$ cat src/rtl/regfile_pkg.sv
// Shared types and constants for the register-file write arbiter and its queue.
package regfile_pkg;

  localparam logic [4:0] REG_ZERO = 5'd0;
  localparam logic [4:0] REG_RA   = 5'd31;

  // reg_idx stands in for the destination field; "reg" is a reserved word.
  typedef struct packed {
    logic        valid;
    logic [4:0]  reg_idx;
    logic [31:0] data;
  } wq_entry_t;

  typedef enum logic {
    NORMAL,
    STARVED
  } arb_state_t;

endpackage

$ cat src/rtl/regfile_write_arbiter_if.sv
// Request, lookup and register-file write signals of the write arbiter.
interface regfile_write_arbiter_if #(
  parameter int unsigned DEPTH = 4
);
  logic                         wb_we;
  logic [4:0]                   wb_reg;
  logic [31:0]                  wb_data;
  logic                         jal_valid;
  logic [31:0]                  jal_addr;
  logic                         mdu_valid;
  logic                         mdu_ready;
  logic [4:0]                   mdu_reg;
  logic [31:0]                  mdu_data;
  logic [4:0]                   rd_reg1;
  logic [4:0]                   rd_reg2;
  logic                         rd_pending1;
  logic                         rd_pending2;
  logic                         stall;
  logic                         rf_we;
  logic [4:0]                   rf_waddr;
  logic [31:0]                  rf_wdata;
  logic [$clog2(DEPTH+1)-1:0]   q_count;

  modport master (
    output wb_we, wb_reg, wb_data, jal_valid, jal_addr,
    output mdu_valid, mdu_reg, mdu_data, rd_reg1, rd_reg2,
    input  mdu_ready, rd_pending1, rd_pending2, stall,
    input  rf_we, rf_waddr, rf_wdata, q_count
  );

  modport slave (
    input  wb_we, wb_reg, wb_data, jal_valid, jal_addr,
    input  mdu_valid, mdu_reg, mdu_data, rd_reg1, rd_reg2,
    output mdu_ready, rd_pending1, rd_pending2, stall,
    output rf_we, rf_waddr, rf_wdata, q_count
  );

endinterface

$ cat src/rtl/regfile_wq.sv
// Circular write queue: two ordered pushes and one pop per cycle, cancel-by-register,
// and parallel destination match for pending lookups.
module regfile_wq
  import regfile_pkg::*;
#(
  parameter int unsigned DEPTH = 4
) (
  input  logic                       clk,
  input  logic                       reset,
  input  logic                       push0,
  input  wq_entry_t                  push0_entry,
  input  logic                       push1,
  input  wq_entry_t                  push1_entry,
  input  logic                       pop,
  input  logic                       cancel,
  input  logic [4:0]                 cancel_reg,
  input  logic [4:0]                 look_reg1,
  input  logic [4:0]                 look_reg2,
  output logic                       hit1,
  output logic                       hit2,
  output wq_entry_t                  head,
  output logic [$clog2(DEPTH+1)-1:0] count
);

  localparam int unsigned PW = $clog2(DEPTH);
  localparam int unsigned CW = $clog2(DEPTH + 1);

  wq_entry_t        mem_q [DEPTH];
  wq_entry_t        mem_d [DEPTH];
  logic [DEPTH-1:0] live_q, live_d;
  logic [PW-1:0]    head_q, head_d, tail_q, tail_d, tail1;
  logic [CW-1:0]    count_q, count_d;

  function automatic logic [PW-1:0] wrap_inc(input logic [PW-1:0] p);
    return (p == PW'(DEPTH - 1)) ? '0 : p + 1'b1;
  endfunction

  always_comb begin
    mem_d  = mem_q;
    live_d = live_q;
    head_d = head_q;
    // Cancel sees only entries resident before this edge; pushes below overwrite later.
    for (int i = 0; i < DEPTH; i++) begin
      if (cancel && live_q[i] && mem_q[i].reg_idx == cancel_reg) begin
        mem_d[i].valid = 1'b0;
      end
    end
    if (pop) begin
      live_d[head_q] = 1'b0;
      head_d         = wrap_inc(head_q);
    end
    tail1 = push0 ? wrap_inc(tail_q) : tail_q;
    if (push0) begin
      mem_d[tail_q]  = push0_entry;
      live_d[tail_q] = 1'b1;
    end
    if (push1) begin
      mem_d[tail1]  = push1_entry;
      live_d[tail1] = 1'b1;
    end
    tail_d  = push1 ? wrap_inc(tail1) : tail1;
    count_d = count_q + CW'(push0) + CW'(push1) - CW'(pop);
  end

  always_comb begin
    hit1 = 1'b0;
    hit2 = 1'b0;
    for (int i = 0; i < DEPTH; i++) begin
      if (live_q[i] && mem_q[i].valid && mem_q[i].reg_idx == look_reg1) hit1 = 1'b1;
      if (live_q[i] && mem_q[i].valid && mem_q[i].reg_idx == look_reg2) hit2 = 1'b1;
    end
  end

  assign head  = mem_q[head_q];
  assign count = count_q;

  always_ff @(posedge clk) begin
    if (reset) begin
      for (int i = 0; i < DEPTH; i++) mem_q[i] <= '0;
      live_q  <= '0;
      head_q  <= '0;
      tail_q  <= '0;
      count_q <= '0;
    end else begin
      for (int i = 0; i < DEPTH; i++) mem_q[i] <= mem_d[i];
      live_q  <= live_d;
      head_q  <= head_d;
      tail_q  <= tail_d;
      count_q <= count_d;
    end
  end

endmodule

$ cat src/rtl/regfile_write_arbiter.sv
// Register-file write-port arbiter: WB has priority, JAL/MDU writes queue in order and
// drain on free cycles, with a starvation stall when the queue head keeps losing.
module regfile_write_arbiter
  import regfile_pkg::*;
#(
  parameter int unsigned DEPTH        = 4,
  parameter int unsigned STARVE_LIMIT = 8
) (
  input  logic                    clk,
  input  logic                    reset,
  regfile_write_arbiter_if.slave  bus
);

  localparam int unsigned CW = $clog2(DEPTH + 1);
  localparam int unsigned SW = $clog2(STARVE_LIMIT + 1);

  arb_state_t    state_q, state_d;
  logic [SW-1:0] starve_q, starve_d;

  logic          rf_we_q;
  logic [4:0]    rf_waddr_q;
  logic [31:0]   rf_wdata_q;

  logic          wb_sel, jal_acc, mdu_rdy, mdu_push, pop, stall_c;
  logic          hit1, hit2;
  wq_entry_t     head, jal_entry, mdu_entry;
  logic [CW-1:0] q_cnt;

  always_comb begin
    wb_sel    = bus.wb_we && (bus.wb_reg != REG_ZERO);
    stall_c   = !reset && (state_q == STARVED || q_cnt == CW'(DEPTH));
    jal_acc   = !reset && bus.jal_valid && !stall_c;
    // Capacity is judged on the pre-pop count, so a slot freed this cycle is not reused.
    mdu_rdy   = !reset && ((32'(q_cnt) + 32'(jal_acc)) < DEPTH);
    mdu_push  = mdu_rdy && bus.mdu_valid && (bus.mdu_reg != REG_ZERO);
    pop       = !reset && !wb_sel && (q_cnt != '0);
    jal_entry = '{valid: 1'b1, reg_idx: REG_RA, data: bus.jal_addr};
    mdu_entry = '{valid: 1'b1, reg_idx: bus.mdu_reg, data: bus.mdu_data};
  end

  regfile_wq #(
    .DEPTH (DEPTH)
  ) u_wq (
    .clk         (clk),
    .reset       (reset),
    .push0       (jal_acc),
    .push0_entry (jal_entry),
    .push1       (mdu_push),
    .push1_entry (mdu_entry),
    .pop         (pop),
    .cancel      (wb_sel && !reset),
    .cancel_reg  (bus.wb_reg),
    .look_reg1   (bus.rd_reg1),
    .look_reg2   (bus.rd_reg2),
    .hit1        (hit1),
    .hit2        (hit2),
    .head        (head),
    .count       (q_cnt)
  );

  always_comb begin
    state_d  = state_q;
    starve_d = starve_q;
    unique case (state_q)
      NORMAL: begin
        if (pop) begin
          starve_d = '0;
        end else if (q_cnt != '0 && wb_sel) begin
          starve_d = starve_q + 1'b1;
          if (starve_d == SW'(STARVE_LIMIT)) state_d = STARVED;
        end
      end
      STARVED: begin
        if (pop) begin
          state_d  = NORMAL;
          starve_d = '0;
        end
      end
      default: state_d = NORMAL;
    endcase
  end

  always_ff @(posedge clk) begin
    if (reset) begin
      state_q  <= NORMAL;
      starve_q <= '0;
    end else begin
      state_q  <= state_d;
      starve_q <= starve_d;
    end
  end

  // A cancelled head still consumes its drain slot but leaves address/data untouched.
  always_ff @(posedge clk) begin
    if (reset) begin
      rf_we_q    <= 1'b0;
      rf_waddr_q <= '0;
      rf_wdata_q <= '0;
    end else if (wb_sel) begin
      rf_we_q    <= 1'b1;
      rf_waddr_q <= bus.wb_reg;
      rf_wdata_q <= bus.wb_data;
    end else if (pop && head.valid) begin
      rf_we_q    <= 1'b1;
      rf_waddr_q <= head.reg_idx;
      rf_wdata_q <= head.data;
    end else begin
      rf_we_q    <= 1'b0;
    end
  end

  assign bus.mdu_ready   = mdu_rdy;
  assign bus.stall       = stall_c;
  assign bus.rd_pending1 = !reset && (bus.rd_reg1 != REG_ZERO) &&
                           (hit1 || (rf_we_q && rf_waddr_q == bus.rd_reg1));
  assign bus.rd_pending2 = !reset && (bus.rd_reg2 != REG_ZERO) &&
                           (hit2 || (rf_we_q && rf_waddr_q == bus.rd_reg2));
  assign bus.rf_we       = rf_we_q;
  assign bus.rf_waddr    = rf_waddr_q;
  assign bus.rf_wdata    = rf_wdata_q;
  assign bus.q_count     = q_cnt;

endmodule

$ cat src/flat_wrapper.sv
// flat-port wrapper written by rule: the top's interface ports become plain ports
module regfile_write_arbiter_flat import regfile_pkg::*;
#(
  parameter int unsigned DEPTH        = 4,
  parameter int unsigned STARVE_LIMIT = 8
)
  (clk, reset, bus_wb_we, bus_wb_reg, bus_wb_data, bus_jal_valid, bus_jal_addr, bus_mdu_valid, bus_mdu_reg, bus_mdu_data, bus_rd_reg1, bus_rd_reg2, bus_mdu_ready, bus_rd_pending1, bus_rd_pending2, bus_stall, bus_rf_we, bus_rf_waddr, bus_rf_wdata, bus_q_count);
  regfile_write_arbiter_if #(.DEPTH(DEPTH)) bus_i ();
  input  logic clk;
  input  logic reset;
  input wire logic [$bits(bus_i.wb_we)-1:0] bus_wb_we;
  input wire logic [$bits(bus_i.wb_reg)-1:0] bus_wb_reg;
  input wire logic [$bits(bus_i.wb_data)-1:0] bus_wb_data;
  input wire logic [$bits(bus_i.jal_valid)-1:0] bus_jal_valid;
  input wire logic [$bits(bus_i.jal_addr)-1:0] bus_jal_addr;
  input wire logic [$bits(bus_i.mdu_valid)-1:0] bus_mdu_valid;
  input wire logic [$bits(bus_i.mdu_reg)-1:0] bus_mdu_reg;
  input wire logic [$bits(bus_i.mdu_data)-1:0] bus_mdu_data;
  input wire logic [$bits(bus_i.rd_reg1)-1:0] bus_rd_reg1;
  input wire logic [$bits(bus_i.rd_reg2)-1:0] bus_rd_reg2;
  output wire logic [$bits(bus_i.mdu_ready)-1:0] bus_mdu_ready;
  output wire logic [$bits(bus_i.rd_pending1)-1:0] bus_rd_pending1;
  output wire logic [$bits(bus_i.rd_pending2)-1:0] bus_rd_pending2;
  output wire logic [$bits(bus_i.stall)-1:0] bus_stall;
  output wire logic [$bits(bus_i.rf_we)-1:0] bus_rf_we;
  output wire logic [$bits(bus_i.rf_waddr)-1:0] bus_rf_waddr;
  output wire logic [$bits(bus_i.rf_wdata)-1:0] bus_rf_wdata;
  output wire logic [$bits(bus_i.q_count)-1:0] bus_q_count;
  assign bus_i.wb_we = bus_wb_we;
  assign bus_i.wb_reg = bus_wb_reg;
  assign bus_i.wb_data = bus_wb_data;
  assign bus_i.jal_valid = bus_jal_valid;
  assign bus_i.jal_addr = bus_jal_addr;
  assign bus_i.mdu_valid = bus_mdu_valid;
  assign bus_i.mdu_reg = bus_mdu_reg;
  assign bus_i.mdu_data = bus_mdu_data;
  assign bus_i.rd_reg1 = bus_rd_reg1;
  assign bus_i.rd_reg2 = bus_rd_reg2;
  assign bus_mdu_ready = bus_i.mdu_ready;
  assign bus_rd_pending1 = bus_i.rd_pending1;
  assign bus_rd_pending2 = bus_i.rd_pending2;
  assign bus_stall = bus_i.stall;
  assign bus_rf_we = bus_i.rf_we;
  assign bus_rf_waddr = bus_i.rf_waddr;
  assign bus_rf_wdata = bus_i.rf_wdata;
  assign bus_q_count = bus_i.q_count;
  regfile_write_arbiter #(.DEPTH(DEPTH), .STARVE_LIMIT(STARVE_LIMIT)) u_core (.clk(clk), .reset(reset), .bus(bus_i));
endmodule
$ cat config.mk
export PLATFORM = sky130hd
export DESIGN_NAME = regfile_write_arbiter_flat
export DESIGN_NICKNAME = d
export VERILOG_FILES = /design/src/rtl/regfile_pkg.sv /design/src/rtl/regfile_write_arbiter_if.sv /design/src/rtl/regfile_wq.sv /design/src/rtl/regfile_write_arbiter.sv /design/src/flat_wrapper.sv
export SDC_FILE = /design/constraint.sdc
export NUM_CORES = 1
export LEC_CHECK = 0
export ABC_AREA = 1
export CELL_PAD_IN_SITES_DETAIL_PLACEMENT = 1
export CELL_PAD_IN_SITES_GLOBAL_PLACEMENT = 1
export CORE_UTILIZATION = 37
export CTS_BUF_LIST = sky130_fd_sc_hd__clkbuf_4
export CTS_CLUSTER_DIAMETER = 100
export DETAILED_ROUTE_END_ITERATION = 8
export GPL_TIMING_DRIVEN = 0
export HOLD_SLACK_MARGIN = 0.03
export PLACE_DENSITY = 0.75
export SYNTH_ARGS = -nofsm -noshare
export SYNTH_HDL_FRONTEND = slang
export SYNTH_HIERARCHICAL = 1
export SYNTH_SLANG_ARGS = --single-unit
$ cat constraint.sdc
create_clock -name clk -period 3.1 [get_ports clk]
set_clock_uncertainty 0.15 [all_clocks]
set_input_delay 0.31 -clock clk [delete_from_list [all_inputs] [get_ports clk]]
set_output_delay 0.31 -clock clk [all_outputs]
set_load 0.01 [all_outputs]
==> results of run 1 <==
[worst min-delay path, stage by stage]
cell,delay (ns)
dlymetal6s2s_1,0.24
inv_1,0.10
nand3_1,0.07
nand3_1,0.08
a21oi_1,0.05
[sequential cells by signal (all words and copies together) (netlist names)]
name and count:
u_core/bus.rf_waddr 5, u_core/bus.rf_wdata 32, u_core/bus.rf_we 1, u_core/starve_q 4, u_core/state_q 1, u_core/u_wq/count 3, u_core/u_wq/head_q 2, u_core/u_wq/live_q 4
u_core/u_wq/mem_q 152, u_core/u_wq/tail_q 2
[worst min path at each step]
| stage | startpoint | to | slack (ns) | depth (start not counted) |
|---|---|---|---|---|
| 2_1_floorplan | u_core/u_wq/live_q[1] | u_core/u_wq/live_q[1] | 0.31 | 2 |
| 3_3_place_gp | u_core/bus.rf_wdata[5] | u_core/bus.rf_wdata[5] | 0.30 | 2 |
| 3_5_place_dp | u_core/bus.rf_wdata[26] | u_core/bus.rf_wdata[26] | 0.31 | 2 |
| 4_1_cts | bus_mdu_data[3] | u_core/u_wq/mem_q[117] | 0.10 | 3 |
| 5_1_grt | bus_wb_reg[0] | u_core/bus.rf_waddr[0] | 0.10 | 5 |
| 6_report | bus_wb_reg[1] | u_core/bus.rf_waddr[1] | 0.08 | 5 |
[timing repair]
item / in CTS / in global routing
pin swaps: 1 / 0
gates resized for setup: 12 / 27
setup buffers: 1 / 0
setup endpoints to repair: 136 / 74
[Yosys cell counts, types with 17 or more instances]
library cell | number | share of area
nand2_1 | 227 | 0.071
dfxtp_1 | 206 | 0.34
o21ai_0 | 275 | 0.11
buf_6 | 24 | 0.022
xor2_1 | 17 | 0.012
nand3_1 | 84 | 0.035
clkbuf_1 | 36 | 0.011
o22ai_1 | 32 | 0.017
nor2_1 | 138 | 0.043
inv_1 | 159 | 0.050
a21oi_1 | 211 | 0.088
mux2i_1 | 128 | 0.11
buf_2 | 37 | 0.015
[through the flow]
| stage | total power [W] | hold WS, ns | setup TNS [ns] |
|---|---|---|---|
| after floorplan | 0.00493 | 0.309 | 0 |
| after global placement | 0.00609 | 0.303 | -69.46 |
| after detailed placement | 0.00618 | 0.310 | -84.89 |
| after CTS | 0.00885 | 0.104 | 0 |
| after global routing | 0.00935 | 0.102 | 0 |
| final | 0.00886 | 0.0790 | 0 |
[layer usage]
layer | up-vias | wire (um)
li1 | 6144 | -
met1 | 6195 | 22700
met2 | 423 | 22500
met3 | 76 | 2560
met4 | 0 | 1080
met5 | - | 0
[kinds of logic after synthesis]
family / count (synthesis) / share of synthesized area
compound gates: 544 / 0.234
xor+xnor: 17 / 0.0124
fa+ha+maj: 17 / 0.0189
buf+inv: 282 / 0.114
flops: 206 / 0.342
mux: 128 / 0.106
other cells: 1 / 0.000311
simple gates: 484 / 0.172
[power by group]
part | switching, W | internal [W] | leakage (nW)
clock network | 0.00124 | 0.00141 | 0.457
logic | 0.00186 | 0.00112 | 5.14
registers | 0.000267 | 0.00297 | 1.68
[area by class of cell]
cell class / instances / area share
multi-input combinational: 1215 / 0.440
sequential: 206 / 0.272
timing repair buffer: 166 / 0.111
buffer: 116 / 0.0497
clock buffer: 91 / 0.0450
inverter: 166 / 0.0414
tap: 435 / 0.0359
clock inverter: 13 / 0.00528
antenna: 1 / 0.000165
==> summary.md, run 1 <==
| Metric | Value |
|---|---|
| Status | complete, no violations |
| H-tree Lvls | 2 |
| Initial Util | 0.379 |
| Syn_area_per_cell | 7.17 um2 |
| Max Cap Viol | 0 |
| Reg clk slew, reported paths | 0.06 ns |
| PortBufs | 165 |
| Final nets | 2066 |
| GR Util met2 | 0.488 |
| Final Critical Period | 2.92 ns |
| Worst skew pair latency | 0.74 ns |
| CP Class | register to register |
| Crit path capture type | register |
| DRC Markers | 0 |
| Critical Path Source | u_core/u_wq/count[0] |
| Area delta synth->final | 26.0% |
| Placed cells | 2303 |
| Most used DFF post-synth | dfxtp_1 |
| Pre-CTS setup slack | -0.814 ns |
| Highest Clock Rate | 0.342 GHz |
| EDFF count, synth | 0 |
| Gpl congestion | 0.917 |
| Crit share post-route | 0.943 |
| Register Area | 0.00413 mm2 |
| RSZ-0062 raised after global routing | false |
| Commonest cells after routing, fill and taps aside | o21ai_0, nand2_1, a21oi_1, dfxtp_1 |
| I/O pin count | 166 |
| HPWL Detailed | 36500 um |
| Worst EP arrival | 3.39 ns |
| Worst path max stage delay | 0.44 ns |
| Synth Cell Area | 0.0120 mm2 |
| Classification of the worst-slack hold path | primary input to register |
| Power Dens Cells | 584 mW/mm2 |
| Post-synthesis cell type count | 38 |
| CTS tree | yes |
| Post-DRT Antenna Nets | 0 |
| Final setup margin | 0.175 ns |
| Avg Vias per Cell | 5.33 |
| Final setup violating endpoints | 0 |
| Post-placement cell area | 0.0143 mm2 |
| Multi-input gate area | 0.00667 mm2 |
| Total core area | 0.0318 mm2 |
| Crit path buffers/inverters | 2 |
| Pleak | 7.28 nW |
| Fill cells | 4062 |
| Yosys reg bits | 206 |
| Routed WL per cell | 20.3 um |
| Final hold viol count | 0 |
| Global route overflow | 0 |
| Share of layout cells above drive strength 1 | 0.120 |
| Finished Layout Cells | 2409 |
| Gr busiest metal | met2 |
| Peak supply drop | 0.000320 V |
| Gate family responsible for the most delay along the worst path | adder cells |
| Worst r2r src | u_core/u_wq/count[0] |
| Pin count of the biggest net entering global routing | 17 |
| Worst rel slew slack | 0.553 |
| Reg2reg path depth | 12 |
| Synth warn | 6 |
| Detailed Routing Iterations Pass 1 | 5 |
| Worst EP required | 3.56 ns |
| Reg2reg end | u_core/u_wq/count[2] |
| Register area share after synthesis | 0.342 |
| Die width | 182 um |
| Stages on the worst setup path | 12 |
| FFs w/ async S/R, synth | 0 |
| Overall Global Routing Usage | 0.292 |
| First DRT Iteration DRCs | 673 |
| Post-route cell area | 0.0152 mm2 |
| Syn Inst Count | 1679 |
| Worst path slowest cell | fa_1 |
| Initial antenna violation count | 1 |
| Drt total wl | 48900 um |
| Fin util | 0.477 |
| M1 GR Usage | 0.393 |
| Least-Margin Pin Slew | 0.671 ns |
| CTS max path bufs | 3 |
| Via Count | 12800 |
| Sink Count | 206 |
| R2R Setup Slk | 0.18 ns |
| Critical Path End | u_core/u_wq/count[2] |
| Clock buffer count from CTS | 57 |
| Crit-path cells | nor2_4, a21oi_1, nand4_1, nand2_2, nor2_4, inv_1, ha_1, inv_1, fa_1, fa_1, or2_2, a21oi_1 |
| Crit path max fanout | 4 |
| Vias in the first global route | 13200 |
| Met3 usage | 0.0355 |
| Max-slew violations | 0 |
| CTS Hold Buffers Added | 0 |
| Die Y | 182 um |
| Critical path launch point type | register |
| Clock Tree Root | clkbuf_4 |
| Core Rows | 65 |
| Commonest non-fill, non-tap cell in the layout | o21ai_0 |
| Die Footprint | 0.0333 mm2 |
| First-pass GRT wire length | 75400 um |
Power figures use the tool's default switching activity.
==> inputs of run 2 (changes only) <==
Settings changed: RECOVER_POWER set to 100.
==> run 2 against run 1 <==
Die area did not move. Worst setup slack got worse by 0.099 ns. Via count barely moved. Maximum frequency decreased by 3.3%. Utilization fell by 0.35 points. Sequential power barely moved. Critical path depth is 1 higher. Critical path type unchanged. Largest power group unchanged.
==> summary.md, run 2 (synthesized netlist as in run 1, its figures left out) <==
| Metric | Value |
|---|---|
| Total core area | 0.0318 mm2 (unchanged) |
| Crit share post-route | 0.975 (was 0.943) |
| Reg2reg path depth | 13 (was 12) |
| Commonest cells after routing, fill and taps aside | o21ai_0, nand2_1, a21oi_1, dfxtp_1, inv_1 (was o21ai_0, nand2_1, a21oi_1, dfxtp_1) |
| Worst rel slew slack | 0.546 (was 0.553) |
| Pleak | 7.32 nW (was 7.28 nW) |
| Crit path capture type | register (unchanged) |
| H-tree Lvls | 2 (unchanged) |
| HPWL Detailed | 36500 um (unchanged) |
| Worst r2r src | u_core/u_wq/count[1] (was u_core/u_wq/count[0]) |
| Worst skew pair latency | 0.74 ns (about the same) |
| Post-placement cell area | 0.0143 mm2 (unchanged) |
| Power Dens Cells | 584 mW/mm2 (about the same) |
| Tot Pwr | 0.00880 W (was 0.00886 W) |
| Vias in the first global route | 13200 (unchanged) |
| Hold path endpoint | u_core/bus.rf_waddr[3] (was u_core/bus.rf_waddr[1]) |
| Post-DRT Antenna Nets | 0 (unchanged) |
| Clock buffer count from CTS | 57 (unchanged) |
| First DRT Iteration DRCs | 732 (was 673) |
| Final setup margin | 0.0762 ns (was 0.175 ns) |
| Initial antenna violation count | 1 (unchanged) |
| Reg clk slew, reported paths | 0.07 ns (was 0.06 ns) |
| CP Class | register to register (unchanged) |
| Routed WL per cell | 20.3 um (about the same) |
| Status | complete, no violations (unchanged) |
| Max Cap Viol | 0 (unchanged) |
| Sink Count | 206 (unchanged) |
| Pre-CTS setup slack | -0.814 ns (unchanged) |
| R2R Setup Slk | 0.08 ns (was 0.18 ns) |
| Worst EP required | 3.53 ns (was 3.56 ns) |
| CTS Hold Buffers Added | 0 (unchanged) |
| Finished Layout Cells | 2409 (unchanged) |
| Overall Global Routing Usage | 0.292 (unchanged) |
| Final nets | 2066 (unchanged) |
| Classification of the worst-slack hold path | primary input to register (unchanged) |
| DRC Markers | 0 (unchanged) |
| Area delta synth->final | 25.0% (was 26.0%) |
| Drt total wl | 49000 um (was 48900 um) |
| Die width | 182 um (unchanged) |
| CTS tree | yes (unchanged) |
| Via Count | 12800 (about the same) |
| RSZ-0062 raised after global routing | false (unchanged) |
| Max reg flops | 152 (unchanged) |
| Final setup violating endpoints | 0 (unchanged) |
| Peak supply drop | 0.000322 V (was 0.000320 V) |
| Post-route cell area | 0.0151 mm2 (was 0.0152 mm2) |
| Fill cells | 4076 (was 4062) |
| Pin count of the biggest net entering global routing | 17 (unchanged) |
| Die Footprint | 0.0333 mm2 (unchanged) |
| Reg2reg end | u_core/u_wq/mem_q[137] (was u_core/u_wq/count[2]) |
| Placed cells | 2303 (unchanged) |
| Gpl congestion | 0.917 (unchanged) |
| Die Y | 182 um (unchanged) |
| Critical path launch point type | register (unchanged) |
| Commonest non-fill, non-tap cell in the layout | o21ai_0 (unchanged) |
| Max-slew violations | 0 (unchanged) |
| Worst EP arrival | 3.46 ns (was 3.39 ns) |
| Global route overflow | 0 (unchanged) |
| First-pass GRT wire length | 75400 um (unchanged) |
| Clock Tree Root | clkbuf_4 (unchanged) |
| Hold slack final | 0.0805 ns (was 0.0790 ns) |
| Final hold viol count | 0 (unchanged) |
| PortBufs | 165 (unchanged) |
| Crit path max fanout | 10 (was 4) |
| Final Critical Period | 3.02 ns (was 2.92 ns) |
| Avg Vias per Cell | 5.33 (about the same) |
| Highest Clock Rate | 0.331 GHz (was 0.342 GHz) |
| I/O pin count | 166 (unchanged) |
| Detailed Routing Iterations Pass 1 | 5 (unchanged) |
| Worst Min Path Start | bus_wb_reg[3] (was bus_wb_reg[1]) |
| CTS max path bufs | 3 (unchanged) |
| Top reg by flops | u_core/u_wq/mem_q (unchanged) |
| Initial Util | 0.379 (unchanged) |
| Least-Margin Pin Slew | 0.681 ns (was 0.671 ns) |
| Cells on Worst Hold Path | 5 (unchanged) |
| Core Rows | 65 (unchanged) |
| Share of layout cells above drive strength 1 | 0.112 (was 0.120) |
-- run 2: how the worst max path moves through the flow --
stage / endpoint / startpoint / depth (start not counted)
CTS: bus_rd_pending1 / u_core/u_wq/mem_q[111] / 11
detailed placement: u_core/u_wq/count[2] / reset / 13
finish: u_core/u_wq/mem_q[137] / u_core/u_wq/count[1] / 13
floorplan: u_core/u_wq/count[2] / u_core/u_wq/count[0] / 12
global route: u_core/u_wq/mem_q[53] / u_core/u_wq/count[1] / 13
global placement: u_core/u_wq/count[2] / reset / 13
-- run 2: area by class of cell --
type,count,area (um2),share of cell area
antenna,1,2.50,0.000166
buffer,116,706,0.0469
clock buffer,91,683,0.0454
clock inverter,13,80.1,0.00532
inverter,166,623,0.0414
multi-input combinational,1215,6630,0.440
sequential,206,4130,0.274
tap,435,544,0.0361
timing repair buffer,166,1660,0.110
-- run 2: report_power, final --
| group | switching (W) | internal [W] | leakage, nW | total (W) |
|---|---|---|---|---|
| clock | 0.00124 | 0.00141 | 0.457 | 0.00265 |
| combinational | 0.00184 | 0.00107 | 5.18 | 0.00291 |
| sequential | 0.000264 | 0.00297 | 1.68 | 0.00324 |
| total | 0.00335 | 0.00545 | 7.32 | 0.00880 |
-- run 2: per-layer routing --
| metal | track usage | up-vias | wire length (um) |
|---|---|---|---|
| li1 | - | 6145 | - |
| met5 | 0 | - | 0 |
| met1 | 0.393 | 6207 | 22700 |
| met2 | 0.488 | 411 | 22600 |
| met4 | 0.0881 | 0 | 1100 |
| met3 | 0.0355 | 77 | 2550 |
-- run 2: through the flow --
| stage | utilization | TNS [ns] |
|---|---|---|
| finish | 0.474 | 0 |
| global route | 0.474 | 0 |
| CTS | 0.476 | 0 |
| detailed placement | 0.451 | -84.89 |
| global placement | 0.451 | -69.46 |
| floorplan | - | 0 |
-- run 2: timing repair --
action                     4_1_cts  5_1_grt
pin swaps                        1        0
setup buffers                    1        0
gates resized for setup         12       27
setup endpoints to repair      136       74
-- run 2: critical path: stages (launching register included) --
cell	delay [ns]
dfxtp_2	0.41
nor2_4	0.06
a21oi_1	0.20
nor2_1	0.12
nor3_4	0.27
buf_6	0.22
nand2_1	0.07
o21ai_1	0.21
inv_1	0.14
ha_1	0.21
nand2_1	0.26
buf_6	0.23
clkbuf_4	0.27
a21oi_1	0.09
